==> src/rtl/hdlc_pkg.sv <==
// Shared constants, status codes, FSM state type and the CRC-16/X.25 step
// used by the HDLC receive path.
package hdlc_pkg;

  localparam logic [7:0]  FLAG_BYTE  = 8'h7E;
  localparam logic [15:0] CRC_INIT   = 16'hFFFF;
  localparam logic [15:0] CRC_POLY_R = 16'h8408;
  localparam logic [15:0] CRC_GOOD   = 16'hF0B8;

  localparam logic [2:0] ST_GOOD    = 3'b000;
  localparam logic [2:0] ST_CRC_ERR = 3'b001;
  localparam logic [2:0] ST_ALIGN   = 3'b010;
  localparam logic [2:0] ST_ABORT   = 3'b100;

  typedef enum logic [1:0] {S_HUNT, S_OPEN, S_DATA, S_CLOSE} rx_state_t;

  // Reflected CRC-16 over one octet, LSB first, matching the line bit order.
  function automatic logic [15:0] crc16_x25_byte(input logic [15:0] crc, input logic [7:0] data);
    logic [15:0] c;
    c = crc ^ {8'h00, data};
    for (int i = 0; i < 8; i++) begin
      c = c[0] ? ((c >> 1) ^ CRC_POLY_R) : (c >> 1);
    end
    return c;
  endfunction

endpackage

==> src/rtl/hdlc_rx_sync.sv <==
// Brings the async line clock/data into clk_100m and emits one bit_vld pulse
// per rising line-clock edge, with the data sampled alongside it.
module hdlc_rx_sync #(
  parameter int SYNC_STG = 2
) (
  input  logic clk_100m,
  input  logic rst,
  input  logic clkr,
  input  logic datar,
  output logic bit_vld,
  output logic bit_val
);

  logic [SYNC_STG-1:0] clk_sync;
  logic [SYNC_STG-1:0] dat_sync;
  logic                clk_prev;

  // Both lines travel through equal-length chains so data stays aligned with its clock edge.
  always_ff @(posedge clk_100m) begin
    if (rst) begin
      clk_sync <= '0;
      dat_sync <= '0;
      clk_prev <= 1'b0;
      bit_vld  <= 1'b0;
      bit_val  <= 1'b0;
    end else begin
      clk_sync <= {clk_sync[SYNC_STG-2:0], clkr};
      dat_sync <= {dat_sync[SYNC_STG-2:0], datar};
      clk_prev <= clk_sync[SYNC_STG-1];
      bit_vld  <= clk_sync[SYNC_STG-1] & ~clk_prev;
      bit_val  <= dat_sync[SYNC_STG-1];
    end
  end

endmodule

==> src/rtl/hdlc_rx_deframer.sv <==
// HDLC receive deframer: flag/abort detection, zero-bit removal, LSB-first
// octet assembly into the rx RAM, FCS check and DSP interrupt.
module hdlc_rx_deframer
  import hdlc_pkg::*;
#(
  parameter int ADDR_W    = 9,
  parameter int SYNC_STG  = 2,
  parameter int MIN_BYTES = 4
) (
  input  logic              clk_100m,
  input  logic              rst,
  input  logic              clkr,
  input  logic              datar,
  output logic              ram_we,
  output logic [ADDR_W-1:0] ram_addr,
  output logic [7:0]        ram_wdata,
  output logic              rx_busy,
  output logic              rx_done,
  output logic [ADDR_W:0]   rx_len,
  output logic [2:0]        rx_status,
  output logic              irq,
  input  logic              irq_ack
);

  localparam int              MAX_BYTES = 2 ** ADDR_W;
  localparam logic [ADDR_W:0] MAX_CNT   = (ADDR_W + 1)'(MAX_BYTES);
  localparam logic [ADDR_W:0] MIN_CNT   = (ADDR_W + 1)'(MIN_BYTES);

  logic            bit_vld, bit_val;
  rx_state_t       state;
  logic [2:0]      ones_cnt, bit_cnt;
  logic [6:0]      shift;
  logic [ADDR_W:0] byte_cnt;
  logic [15:0]     crc;
  logic            overflow;

  logic            is_abort, is_stuff, is_flag, is_data, octet_done;
  logic [7:0]      octet;
  logic [2:0]      close_status;

  hdlc_rx_sync #(.SYNC_STG(SYNC_STG)) u_sync (
    .clk_100m (clk_100m),
    .rst      (rst),
    .clkr     (clkr),
    .datar    (datar),
    .bit_vld  (bit_vld),
    .bit_val  (bit_val)
  );

  always_comb begin
    is_abort   = bit_vld &&  bit_val && (ones_cnt == 3'd6);
    is_stuff   = bit_vld && !bit_val && (ones_cnt == 3'd5);
    is_flag    = bit_vld && !bit_val && (ones_cnt == 3'd6);
    is_data    = bit_vld && !is_abort && !is_stuff && !is_flag;
    octet      = {bit_val, shift};
    octet_done = is_data && (bit_cnt == 3'd7) && (state == S_OPEN || state == S_DATA);
    // The closing flag shifts 7 bits as data, so an aligned frame ends at bit_cnt 7.
    close_status = ST_GOOD;
    if (overflow)                 close_status = ST_ABORT;
    else if (bit_cnt != 3'd7)     close_status = ST_ALIGN;
    else if (byte_cnt < MIN_CNT)  close_status = ST_ALIGN;
    else if (crc != CRC_GOOD)     close_status = ST_CRC_ERR;
  end

  always_ff @(posedge clk_100m) begin
    if (rst) begin
      state     <= S_HUNT;
      ones_cnt  <= 3'd0;
      bit_cnt   <= 3'd0;
      shift     <= 7'd0;
      byte_cnt  <= '0;
      crc       <= CRC_INIT;
      overflow  <= 1'b0;
      ram_we    <= 1'b0;
      ram_addr  <= '0;
      ram_wdata <= 8'd0;
      rx_busy   <= 1'b0;
      rx_done   <= 1'b0;
      rx_len    <= '0;
      rx_status <= 3'd0;
      irq       <= 1'b0;
    end else begin
      ram_we  <= 1'b0;
      rx_done <= 1'b0;
      if (irq_ack) irq <= 1'b0;
      if (bit_vld)
        ones_cnt <= bit_val ? ((ones_cnt == 3'd7) ? 3'd7 : ones_cnt + 3'd1) : 3'd0;
      if (is_data && (state == S_OPEN || state == S_DATA)) begin
        shift   <= octet[7:1];
        bit_cnt <= bit_cnt + 3'd1;
      end
      if (octet_done) begin
        if (byte_cnt == MAX_CNT) begin
          overflow <= 1'b1;
        end else begin
          ram_we    <= 1'b1;
          ram_addr  <= byte_cnt[ADDR_W-1:0];
          ram_wdata <= octet;
          crc       <= crc16_x25_byte(crc, octet);
          byte_cnt  <= byte_cnt + (ADDR_W + 1)'(1);
        end
      end
      // Flag bits seen while OPEN are discarded; the first full octet starts the frame.
      case (state)
        S_HUNT: begin
          if (is_flag) begin
            state   <= S_OPEN;
            bit_cnt <= 3'd0;
          end
        end
        S_OPEN: begin
          if (is_abort) begin
            state   <= S_HUNT;
            bit_cnt <= 3'd0;
          end else if (is_flag) begin
            bit_cnt <= 3'd0;
          end else if (octet_done) begin
            state   <= S_DATA;
            rx_busy <= 1'b1;
          end
        end
        S_DATA: begin
          if (is_abort) begin
            state     <= S_HUNT;
            rx_done   <= 1'b1;
            rx_status <= ST_ABORT;
            rx_len    <= byte_cnt;
            irq       <= 1'b1;
            rx_busy   <= 1'b0;
            bit_cnt   <= 3'd0;
            byte_cnt  <= '0;
            crc       <= CRC_INIT;
            overflow  <= 1'b0;
          end else if (is_flag) begin
            state <= S_CLOSE;
          end
        end
        S_CLOSE: begin
          state     <= S_OPEN;
          rx_done   <= 1'b1;
          rx_status <= close_status;
          rx_len    <= byte_cnt;
          irq       <= 1'b1;
          rx_busy   <= 1'b0;
          bit_cnt   <= 3'd0;
          byte_cnt  <= '0;
          crc       <= CRC_INIT;
          overflow  <= 1'b0;
        end
        default: state <= S_HUNT;
      endcase
    end
  end

endmodule

==> config.mk <==
export PLATFORM = sky130hd
export DESIGN_NAME = hdlc_rx_deframer
export DESIGN_NICKNAME = d
export VERILOG_FILES = /design/src/rtl/hdlc_pkg.sv /design/src/rtl/hdlc_rx_sync.sv /design/src/rtl/hdlc_rx_deframer.sv
export SDC_FILE = /design/constraint.sdc
export NUM_CORES = 1
export LEC_CHECK = 0
export ABC_AREA = 1
export BUFFER_PORTS_ARGS = -buffer_cell sky130_fd_sc_hd__buf_2
export CAP_MARGIN = 40
export CORE_ASPECT_RATIO = 0.8
export CORE_MARGIN = 1
export CORE_UTILIZATION = 40
export CTS_BUF_LIST = sky130_fd_sc_hd__clkbuf_4
export DETAILED_ROUTE_END_ITERATION = 16
export SYNTH_ARGS = -nofsm -noshare
export SYNTH_HDL_FRONTEND = slang
export SYNTH_SLANG_ARGS = --single-unit
==> constraint.sdc <==
create_clock -name clk_100m -period 2.33 [get_ports clk_100m]
set_input_delay 0.466 -clock clk_100m [delete_from_list [all_inputs] [get_ports clk_100m]]
set_output_delay 0.466 -clock clk_100m [all_outputs]
set_load 0.01 [all_outputs]
==> results of run 1 <==
-- area by class of cell --
class                      count  share of cell area
multi-input combinational    349              0.4372
sequential                    83              0.3843
timing repair buffer          45             0.05903
inverter                      58             0.05035
tap                          115             0.03328
clock inverter                 6             0.01852
clock buffer                  10             0.01736
-- registers in the layout (all words and copies together), names as in the netlist --
name / flops
irq: 1
rx_status: 3
rx_len: 10
ones_cnt: 3
overflow: 1
rx_done: 1
ram_we: 1
byte_cnt: 10
ram_addr: 9
ram_wdata: 8
state: 2
u_sync.clk_prev: 1
shift: 7
u_sync.clk_sync: 2
bit_cnt: 3
u_sync.bit_vld: 1
rx_busy: 1
u_sync.bit_val: 1
crc: 16
u_sync.dat_sync: 2
-- logic make-up (layout without fill, tap and decap cells) --
logic type,Yosys count,count (layout),synth area share
AO/OA/AOI/OAI,88,88,0.1297
flip-flops,83,83,0.4274
AND/OR/NAND/NOR,227,227,0.2678
XOR/XNOR,20,20,0.04506
adder cells (fa/ha/maj),12,12,0.03862
multiplexers,2,2,0.005150
buffers and inverters,77,119,0.08626
-- metrics by stage --
stage	hold slack (ns)	cells	cell area [um^2]	power (mW)
after detailed placement	0.3890	650	4169	2.367
after global placement	0.3800	650	4169	2.354
after floorplan	0.3728	509	3887	2.159
final	0.2250	666	4324	3.268
after global routing	0.2075	666	4324	3.483
after CTS	0.1862	666	4324	3.305
-- power breakdown --
group	switching, mW	internal, mW	leakage, nW	total (mW)
Clock	0.489	0.439	0.0815	0.928
Sequential	0.0645	1.52	0.672	1.59
Combinational	0.491	0.264	1.27	0.755
-- worst max path at each step --
stage / end / slack [ns] / cells past startpoint
detailed placement: ram_wdata[5]$_SDFFE_PP0P_ / 0.36 / 8
CTS: ram_wdata[5]$_SDFFE_PP0P_ / 0.34 / 8
global placement: ram_addr[5]$_SDFFE_PP0P_ / 0.42 / 8
floorplan: crc[5]$_SDFF_PP1_ / 0.66 / 9
finish: ram_wdata[5]$_SDFFE_PP0P_ / 0.34 / 8
global route: ram_wdata[5]$_SDFFE_PP0P_ / 0.19 / 8
-- layer usage --
layer | up-vias | track usage | share of wire
li1 | 1732 | - | -
met1 | 1512 | 0.2654 | 0.52
met2 | 77 | 0.2697 | 0.41
met3 | 10 | 0.04855 | 0.051
met4 | 0 | 0.05778 | 0.011
met5 | - | 0 | 0
-- tightest hold or removal path, cell delays in order --
cell	delay, ns
buf_2	0.09
inv_1	0.04
nor2_1	0.03
-- cell usage in the layout (no fill, tap or decap), types with 2 or more instances in the layout --
cell,n
xnor2_1,8
mux2i_1,2
nand2_1,104
buf_2,38
nor3_1,7
a21oi_1,35
o21ai_1,18
clkinv_1,2
nand4_1,10
nor2_4,3
clkbuf_4,10
o21ai_0,20
dfxtp_1,83
nand3_1,39
buf_4,6
bufinv_16,2
o211ai_1,9
xor2_1,12
o211ai_2,3
ha_1,12
inv_1,57
nor2_1,52
nor2_2,3
==> flow_summary.json, run 1 <==
{
  "cpPeakStageDelay_ns": 0.42,
  "dpl.hpwl_um": 6248,
  "n_fill_cell": 954,
  "critical_path_required_ns": 2.71,
  "wire_per_inst_um": 13.23,
  "cts_tree": "done",
  "powerDensity_mw_per_mm2": 755.8,
  "reg2reg_slack_ns": 0.34,
  "rsz0062_at_grt": "no",
  "worstHoldStart": "datar",
  "io_buffer_count": 38,
  "drive_above_1_share": 0.1452,
  "cts-root-buf": "clkbuf_4",
  "cp_num_buf_inv": 2,
  "routed_via_density": 5.002,
  "final_core_util": 0.4684,
  "setup.worst_path.start": "ones_cnt[0]$_SDFFE_PP0P_",
  "multi_input_area_mm2": 0.001891,
  "core_area_mm2": 0.009231,
  "drt-initial-drc-count": 212,
  "dr.pass1.iters": 11,
  "vias": 3331,
  "layout.nets": 563,
  "grt_pass1_vias": 2996,
  "fmax_mhz": 503.0,
  "syn_to_final_growth_pct": 11.23,
  "cts_resized": 0,
  "drt_wl_total_um": 8810,
  "antenna_cells": 0,
  "worst-setup-path-type": "register to register",
  "synth_area_leaders": "dfxtp_1, nand2_1, inv_1",
  "setup_tns_ns": 0,
  "start_util": 0.4211,
  "cp_cell_sequence": "inv_1 > ha_1 > a21oi_4 > nand4_4 > nor2_4 > buf_12 > o21ai_0 > nor2_1",
  "grtUsageTotal": 0.1854,
  "period_minus_slack_ns": 1.988,
  "setup_viol": 0,
  "critPathLaunchType": "register",
  "yosysTopAreaCell": "dfxtp_1",
  "hold_viol_final": 0,
  "max_cap_viol_count": 0,
  "seqCellArea_mm2": 0.001662,
  "cp_slowest_cell": "dfxtp_1",
  "clockBufferDepth": 2,
  "clock_latency_ns": 0.43,
  "final.setup.worst_slack_ns": 0.3420,
  "hold_path_depth": 3,
  "hold_class": "input port to register",
  "clock-skew-final_ns": 0.01181,
  "synth.avg_cell_area_um2": 7.637,
  "cts_max_level": 3,
  "ys_ff_latch": 83,
  "status": "complete, but fails checks",
  "synthArstFlopShare": 0,
  "die_w_um": 112.2,
  "cp_max_fo": 28,
  "grt_start_max_net_pins": 32,
  "leakagePower_nw": 2.021,
  "synth_cell_types": 35,
  "fin_crit_sh": 0.8532,
  "ys_top_cells_by_count": "nand2_1, dfxtp_1, inv_1",
  "clkTransAtPathRegs_ns": 0.13,
  "cts.sinks": 83,
  "grt_pass1_wl_um": 14810,
  "cts_hold_buffers": 0,
  "cp-end-kind": "register",
  "synth_edf_count": 0,
  "critPathTopFamily": "simple AND/OR/NAND/NOR gates",
  "rows": 31,
  "synth_cells": 509,
  "maxSlewViolCount": 0,
  "synth_warnings": 0,
  "grt_overflow_total": 0,
  "synth_ff_type": "dfxtp_1",
  "numCtsBuffers": 9,
  "crit_arrival_ns": 2.37,
  "antenna_found_initial": 0,
  "synth_top_area_frac": 0.4274,
  "vdd_ir_drop_max_mv": 0.5610,
  "cts_setup_buffers": 0,
  "syn_nets": 526,
  "yosys.cell_count.top_type": "nand2_1",
  "relSlewSlack": 0.4581,
  "final_antenna_net_count": 0,
  "die_height_um": 90.18,
  "reg2reg_depth": 8,
  "num_io_pins": 39,
  "place_congestion": 0.8446,
  "seq_area_frac_synth": 0.4274,
  "worst-slew-pin-transition_ns": 0.8120,
  "place_ws_ns": 0.3556,
  "crit-reg2reg-launch": "ones_cnt[0]$_SDFFE_PP0P_",
  "synth.cell_area_mm2": 0.003887,
  "reg2reg_to": "ram_wdata[5]$_SDFFE_PP0P_",
  "design.die.area_mm2": 0.01012,
  "min_to": "u_sync.dat_sync[0]$_SDFF_PP0_",
  "drc_errors": 2,
  "violations": "design-rule violations"
}
Power figures use the tool's default switching activity.
==> inputs of run 2 (changes only) <==
--- a/config.mk
+++ b/config.mk
@@ -5,7 +5,6 @@
 export SDC_FILE = /design/constraint.sdc
 export NUM_CORES = 1
 export LEC_CHECK = 0
-export ABC_AREA = 1
 export BUFFER_PORTS_ARGS = -buffer_cell sky130_fd_sc_hd__buf_2
 export CAP_MARGIN = 40
 export CORE_ASPECT_RATIO = 0.8
==> flow_summary.json, run 2 <==
{
  "status": "finished clean",
  "fin_crit_sh": 0.9146,
  "critical_path_required_ns": 2.64,
  "drt_wl_total_um": 8721,
  "final_antenna_net_count": 0,
  "max_cap_viol_count": 0,
  "synth_cell_types": 49,
  "critPathLaunchType": "register",
  "place_congestion": 0.7815,
  "placed_area_mm2": 0.004025,
  "maxSlewViolCount": 0,
  "synthArstFlopShare": 0,
  "start_util": 0.4120,
  "synth_cells": 405,
  "antenna_cells": 0,
  "cts-root-buf": "clkbuf_4",
  "cts_max_level": 3,
  "core_area_mm2": 0.009037,
  "dr.pass1.iters": 5,
  "ys_ff_latch": 83,
  "dpl.hpwl_um": 5963,
  "design_area_mm2": 0.004163,
  "yosys.cell_count.top_type": "dfxtp_1",
  "numCtsBuffers": 9,
  "relSlewSlack": 0.6000,
  "leakagePower_nw": 1.704,
  "hold_path_depth": 2,
  "layout_commonest_cell": "dfxtp_1",
  "vdd_ir_drop_max_mv": 0.3948,
  "synth_warnings": 0,
  "yosysTopAreaCell": "dfxtp_1",
  "ys_top_cells_by_count": "dfxtp_1, a21oi_1, nand3_1",
  "wire_per_inst_um": 15.57,
  "layout.nets": 458,
  "largest_reg_flops": 16,
  "antenna_found_initial": 0,
  "clock_latency_ns": 0.45,
  "clkTransAtPathRegs_ns": 0.13,
  "grt_pass1_wl_um": 14230,
  "hold_class": "input port to register",
  "design.die.area_mm2": 0.009701,
  "period_minus_slack_ns": 2.131,
  "synth_ff_type": "dfxtp_1",
  "reg2reg_to": "crc[5]$_SDFF_PP1_",
  "syn_nets": 422,
  "crit-reg2reg-launch": "state[0]$_SDFFE_PP0P_",
  "fmax_mhz": 469.3,
  "clockBufferDepth": 2,
  "hold_viol_final": 0,
  "worstHoldStart": "datar",
  "io_buffer_count": 38,
  "drc_errors": 0,
  "reg2reg_slack_ns": 0.20,
  "top_regs": "crc: 16 flops, byte_cnt: 10 flops, rx_len: 10 flops",
  "min_to": "u_sync.dat_sync[0]$_SDFF_PP0_",
  "n_fill_cell": 927,
  "synth_top_area_frac": 0.4462,
  "cts.sinks": 83,
  "synth.avg_cell_area_um2": 9.194,
  "largest_register": "crc",
  "total_power_mw": 2.278,
  "synth.cell_area_mm2": 0.003724,
  "synth_area_leaders": "dfxtp_1, mux2i_1, a21oi_1",
  "cp_max_fo": 31,
  "grt_start_max_net_pins": 48,
  "routed_via_density": 5.511,
  "die_height_um": 88.30,
  "cp-end-kind": "register",
  "clock-skew-final_ns": 0.01476,
  "drt-initial-drc-count": 148,
  "powerDensity_mw_per_mm2": 547.1,
  "grt_overflow_total": 0,
  "synth_edf_count": 0,
  "reg2reg_depth": 7,
  "grt_pass1_vias": 2776,
  "seq_area_frac_synth": 0.4462,
  "layout_common_cells": "dfxtp_1, buf_2, a21oi_1, nand3_1, o21ai_0",
  "grtUsageTotal": 0.1942,
  "cts_tree": "done",
  "drive_above_1_share": 0.1685,
  "worst-setup-path-type": "register to register",
  "setup_viol": 0,
  "rsz0062_at_grt": "no",
  "crit_arrival_ns": 2.44,
  "die_w_um": 109.9,
  "setup_tns_ns": 0,
  "vias": 3086,
  "num_io_pins": 39,
  "syn_to_final_growth_pct": 11.79,
  "rows": 31,
  "worst-slew-pin-transition_ns": 0.5937,
  "cts_setup_buffers": 0
}
run 2: changes by cell type after synthesis, moves of 5 or more:
cell      change
o21ai_0       +5
o21ai_1       -6
mux2i_1      +18
xnor2_1       +7
nand2_1      -91
nor2_1       -28
clkbuf_1      +9
nor2b_1      +10
nand3_1       -9
inv_1        -46
or4_1         +5
run 2: worst max path at each step:
stage,slack [ns],endpoint,cells past startpoint,from
after global routing,0.09,crc[10]$_SDFF_PP1_,7,state[0]$_SDFFE_PP0P_
after floorplan,0.48,byte_cnt[7]$_SDFF_PP0_,7,state[0]$_SDFFE_PP0P_
final,0.20,crc[5]$_SDFF_PP1_,7,state[0]$_SDFFE_PP0P_
after global placement,0.18,crc[10]$_SDFF_PP1_,7,state[0]$_SDFFE_PP0P_
after CTS,0.05,crc[10]$_SDFF_PP1_,7,state[0]$_SDFFE_PP0P_
after detailed placement,0.07,crc[8]$_SDFF_PP1_,7,state[0]$_SDFFE_PP0P_
run 2: cells by family after synthesis:
group | Yosys count | share of synthesized area
AO/OA/AOI/OAI | 107 | 0.1741
XOR/XNOR | 25 | 0.05880
adder cells (fa/ha/maj) | 12 | 0.04032
buffers and inverters | 40 | 0.05208
flip-flops | 83 | 0.4462
multiplexers | 21 | 0.05679
AND/OR/NAND/NOR | 117 | 0.1717
run 2: layout make-up:
type                    count  area (um^2)  area share
multi-input cells         282         1881      0.4518
flip-flops and latches     83         1662      0.3992
repair buffers             54        310.3     0.07454
well taps                 115        143.9     0.03457
clock buffers               9        67.56     0.01623
clock inverters             6        57.56     0.01383
inverters                  11        41.29    0.009919
run 2: worst max-delay path: stages (launching register included):
cell      delay (ns)
dfxtp_1         0.42
inv_1           0.11
ha_1            0.37
and2_1          0.23
nand3_4         0.20
buf_4           0.30
o21ai_0         0.23
o211ai_1        0.13
run 2: metal layers:
layer / share of wire / routed length [um] / track usage / up-vias
met5: 0 / 0 / 0 / -
met1: 0.49 / 4243 / 0.2696 / 1473
met2: 0.45 / 3911 / 0.2875 / 81
met3: 0.052 / 457 / 0.05523 / 11
li1: - / - / - / 1521
met4: 0.012 / 108 / 0.06788 / 0
run 2: stage by stage:
step | hold WS, ns | util | worst slack, ns | std cells
detailed placement | 0.3800 | 0.4454 | 0.06996 | 545
floorplan | 0.3674 | - | 0.4802 | 405
global placement | 0.3729 | 0.4454 | 0.1826 | 545
finish | 0.2326 | 0.4606 | 0.1990 | 560
CTS | 0.2047 | 0.4592 | 0.05464 | 560
global route | 0.2350 | 0.4606 | 0.08840 | 560
run 2: timing repair:
action / 4_1_cts / 5_1_grt
endpoints found under the setup margin: 0 / 10
hold buffers: 0 / 0
resized for setup: 0 / 2
run 2: where the power goes:
group / switching [mW] / internal [mW] / leakage (nW) / total, mW
logic: 0.0327 / 0.0164 / 0.963 / 0.0491
registers: 0.00311 / 1.42 / 0.670 / 1.43
clock network: 0.488 / 0.314 / 0.0713 / 0.802
==> inputs of run 3 (changes only) <==
--- a/config.mk
+++ b/config.mk
@@ -12,6 +12,7 @@
 export CORE_UTILIZATION = 40
 export CTS_BUF_LIST = sky130_fd_sc_hd__clkbuf_4
 export DETAILED_ROUTE_END_ITERATION = 16
+export PLACE_DENSITY = 0.7
 export SYNTH_ARGS = -nofsm -noshare
 export SYNTH_HDL_FRONTEND = slang
 export SYNTH_SLANG_ARGS = --single-unit
==> flow_summary.json, run 3 (synthesized netlist as in run 2, its figures left out) <==
{
  "status": "finished clean",
  "leakagePower_nw": 1.743,
  "setup_viol": 0,
  "fmax_mhz": 460.9,
  "reg2reg_slack_ns": 0.16,
  "cts_setup_buffers": 0,
  "design.die.area_mm2": 0.009701,
  "clkTransAtPathRegs_ns": 0.13,
  "drive_above_1_share": 0.1682,
  "clockBufferDepth": 2,
  "design_area_mm2": 0.004240,
  "maxSlewViolCount": 0,
  "routed_via_density": 5.535,
  "cts.sinks": 83,
  "rsz0062_at_grt": "no",
  "layout_common_cells": "dfxtp_1, buf_2, a21oi_1, nand3_1, o21ai_0",
  "min_to": "u_sync.dat_sync[0]$_SDFF_PP0_",
  "relSlewSlack": 0.5271,
  "cts_tree": "done",
  "numCtsBuffers": 9,
  "dr.pass1.iters": 5,
  "worst-slew-pin-transition_ns": 0.7019,
  "grt_pass1_wl_um": 13600,
  "fin_crit_sh": 0.9311,
  "reg2reg_to": "crc[9]$_SDFF_PP1_",
  "wire_per_inst_um": 14.96,
  "crit_arrival_ns": 2.51,
  "io_buffer_count": 38,
  "vdd_ir_drop_max_mv": 0.2970,
  "top_regs": "crc: 16 flops, byte_cnt: 10 flops, rx_len: 10 flops",
  "crit-reg2reg-launch": "state[0]$_SDFFE_PP0P_",
  "period_minus_slack_ns": 2.170,
  "clock-skew-final_ns": 0.01353,
  "powerDensity_mw_per_mm2": 623.6,
  "max_cap_viol_count": 0,
  "fin_hold_ws_ns": 0.2247,
  "cts-root-buf": "clkbuf_4",
  "antenna_cells": 0,
  "final_antenna_net_count": 0,
  "antenna_found_initial": 0,
  "worstHoldStart": "datar",
  "critical_path_required_ns": 2.67,
  "cp_max_fo": 27,
  "num_io_pins": 39,
  "critPathLaunchType": "register",
  "cp-end-kind": "register",
  "hold_class": "input port to register",
  "core_area_mm2": 0.009037,
  "cts_max_level": 3,
  "dpl.hpwl_um": 5806,
  "worst-setup-path-type": "register to register",
  "hold_viol_final": 0,
  "grtUsageTotal": 0.1832,
  "grt_start_max_net_pins": 47,
  "drt_wl_total_um": 8395,
  "placed_area_mm2": 0.004025,
  "drc_errors": 0,
  "rows": 31,
  "largest_register": "crc",
  "drt-initial-drc-count": 185,
  "die_w_um": 109.9,
  "place_congestion": 0.8248,
  "die_height_um": 88.30,
  "clock_latency_ns": 0.45,
  "hold_path_depth": 2,
  "syn_to_final_growth_pct": 13.88,
  "grt_overflow_total": 0,
  "setup_tns_ns": 0,
  "largest_reg_flops": 16,
  "vias": 3105,
  "layout_commonest_cell": "dfxtp_1",
  "layout.nets": 458,
  "reg2reg_depth": 7,
  "grt_pass1_vias": 2733,
  "start_util": 0.4120
}
[run 3: routing by layer]
layer	global-route usage	wire (um)	vias to the layer above
li1	-	-	1527
met1	0.2490	4034	1456
met2	0.2670	3679	103
met3	0.05523	500	19
met4	0.08242	180	0
met5	0	0	-
[run 3: per-stage QoR]
stage | power, mW | utilization | std cells | worst slack, ns
2_1_floorplan | 1.490 | - | 405 | 0.4802
3_3_place_gp | 1.506 | 0.4454 | 545 | 0.2681
3_5_place_dp | 1.506 | 0.4454 | 545 | 0.1066
4_1_cts | 2.676 | 0.4684 | 561 | 0.09229
5_1_grt | 2.741 | 0.4692 | 561 | 0.01461
6_report | 2.644 | 0.4692 | 561 | 0.1604
[run 3: final cells by class]
cell class	count	area (um^2)
Fill cell	866	4797
Sequential cell	83	1662
Multi-Input combinational cell	282	1876
Tap cell	115	143.9
Timing Repair Buffer	54	310.3
Clock inverter	5	125.1
Clock buffer	11	82.58
Inverter	11	41.29
[run 3: what timing repair did]
action,4_1_cts,5_1_grt
hold endpoints to repair,0,0
hold buffers,0,0
gates resized for setup,0,1
setup endpoints to repair,0,4
[run 3: where the power goes]
| part | switching [mW] | internal, mW |
|---|---|---|
| logic | 0.0327 | 0.0164 |
| registers | 0.00247 | 1.42 |
| clock network | 0.495 | 0.674 |
| total | 0.530 | 2.11 |
[run 3: worst max path at each step]
stage,from,to,depth (start not counted)
2_1_floorplan,state[0]$_SDFFE_PP0P_,byte_cnt[7]$_SDFF_PP0_,7
3_3_place_gp,ones_cnt[0]$_SDFFE_PP0P_,crc[10]$_SDFF_PP1_,7
3_5_place_dp,state[0]$_SDFFE_PP0P_,crc[8]$_SDFF_PP1_,7
4_1_cts,state[0]$_SDFFE_PP0P_,crc[9]$_SDFF_PP1_,7
5_1_grt,state[0]$_SDFFE_PP0P_,crc[9]$_SDFF_PP1_,7
6_report,state[0]$_SDFFE_PP0P_,crc[9]$_SDFF_PP1_,7
[run 3: critical path, stage by stage, from the launching register on]
cell     delay, ns
dfxtp_1       0.41
inv_1         0.11
ha_1          0.37
and2_1        0.23
nand3_4       0.19
buf_4         0.28
nor3_1        0.33
a21oi_1       0.11
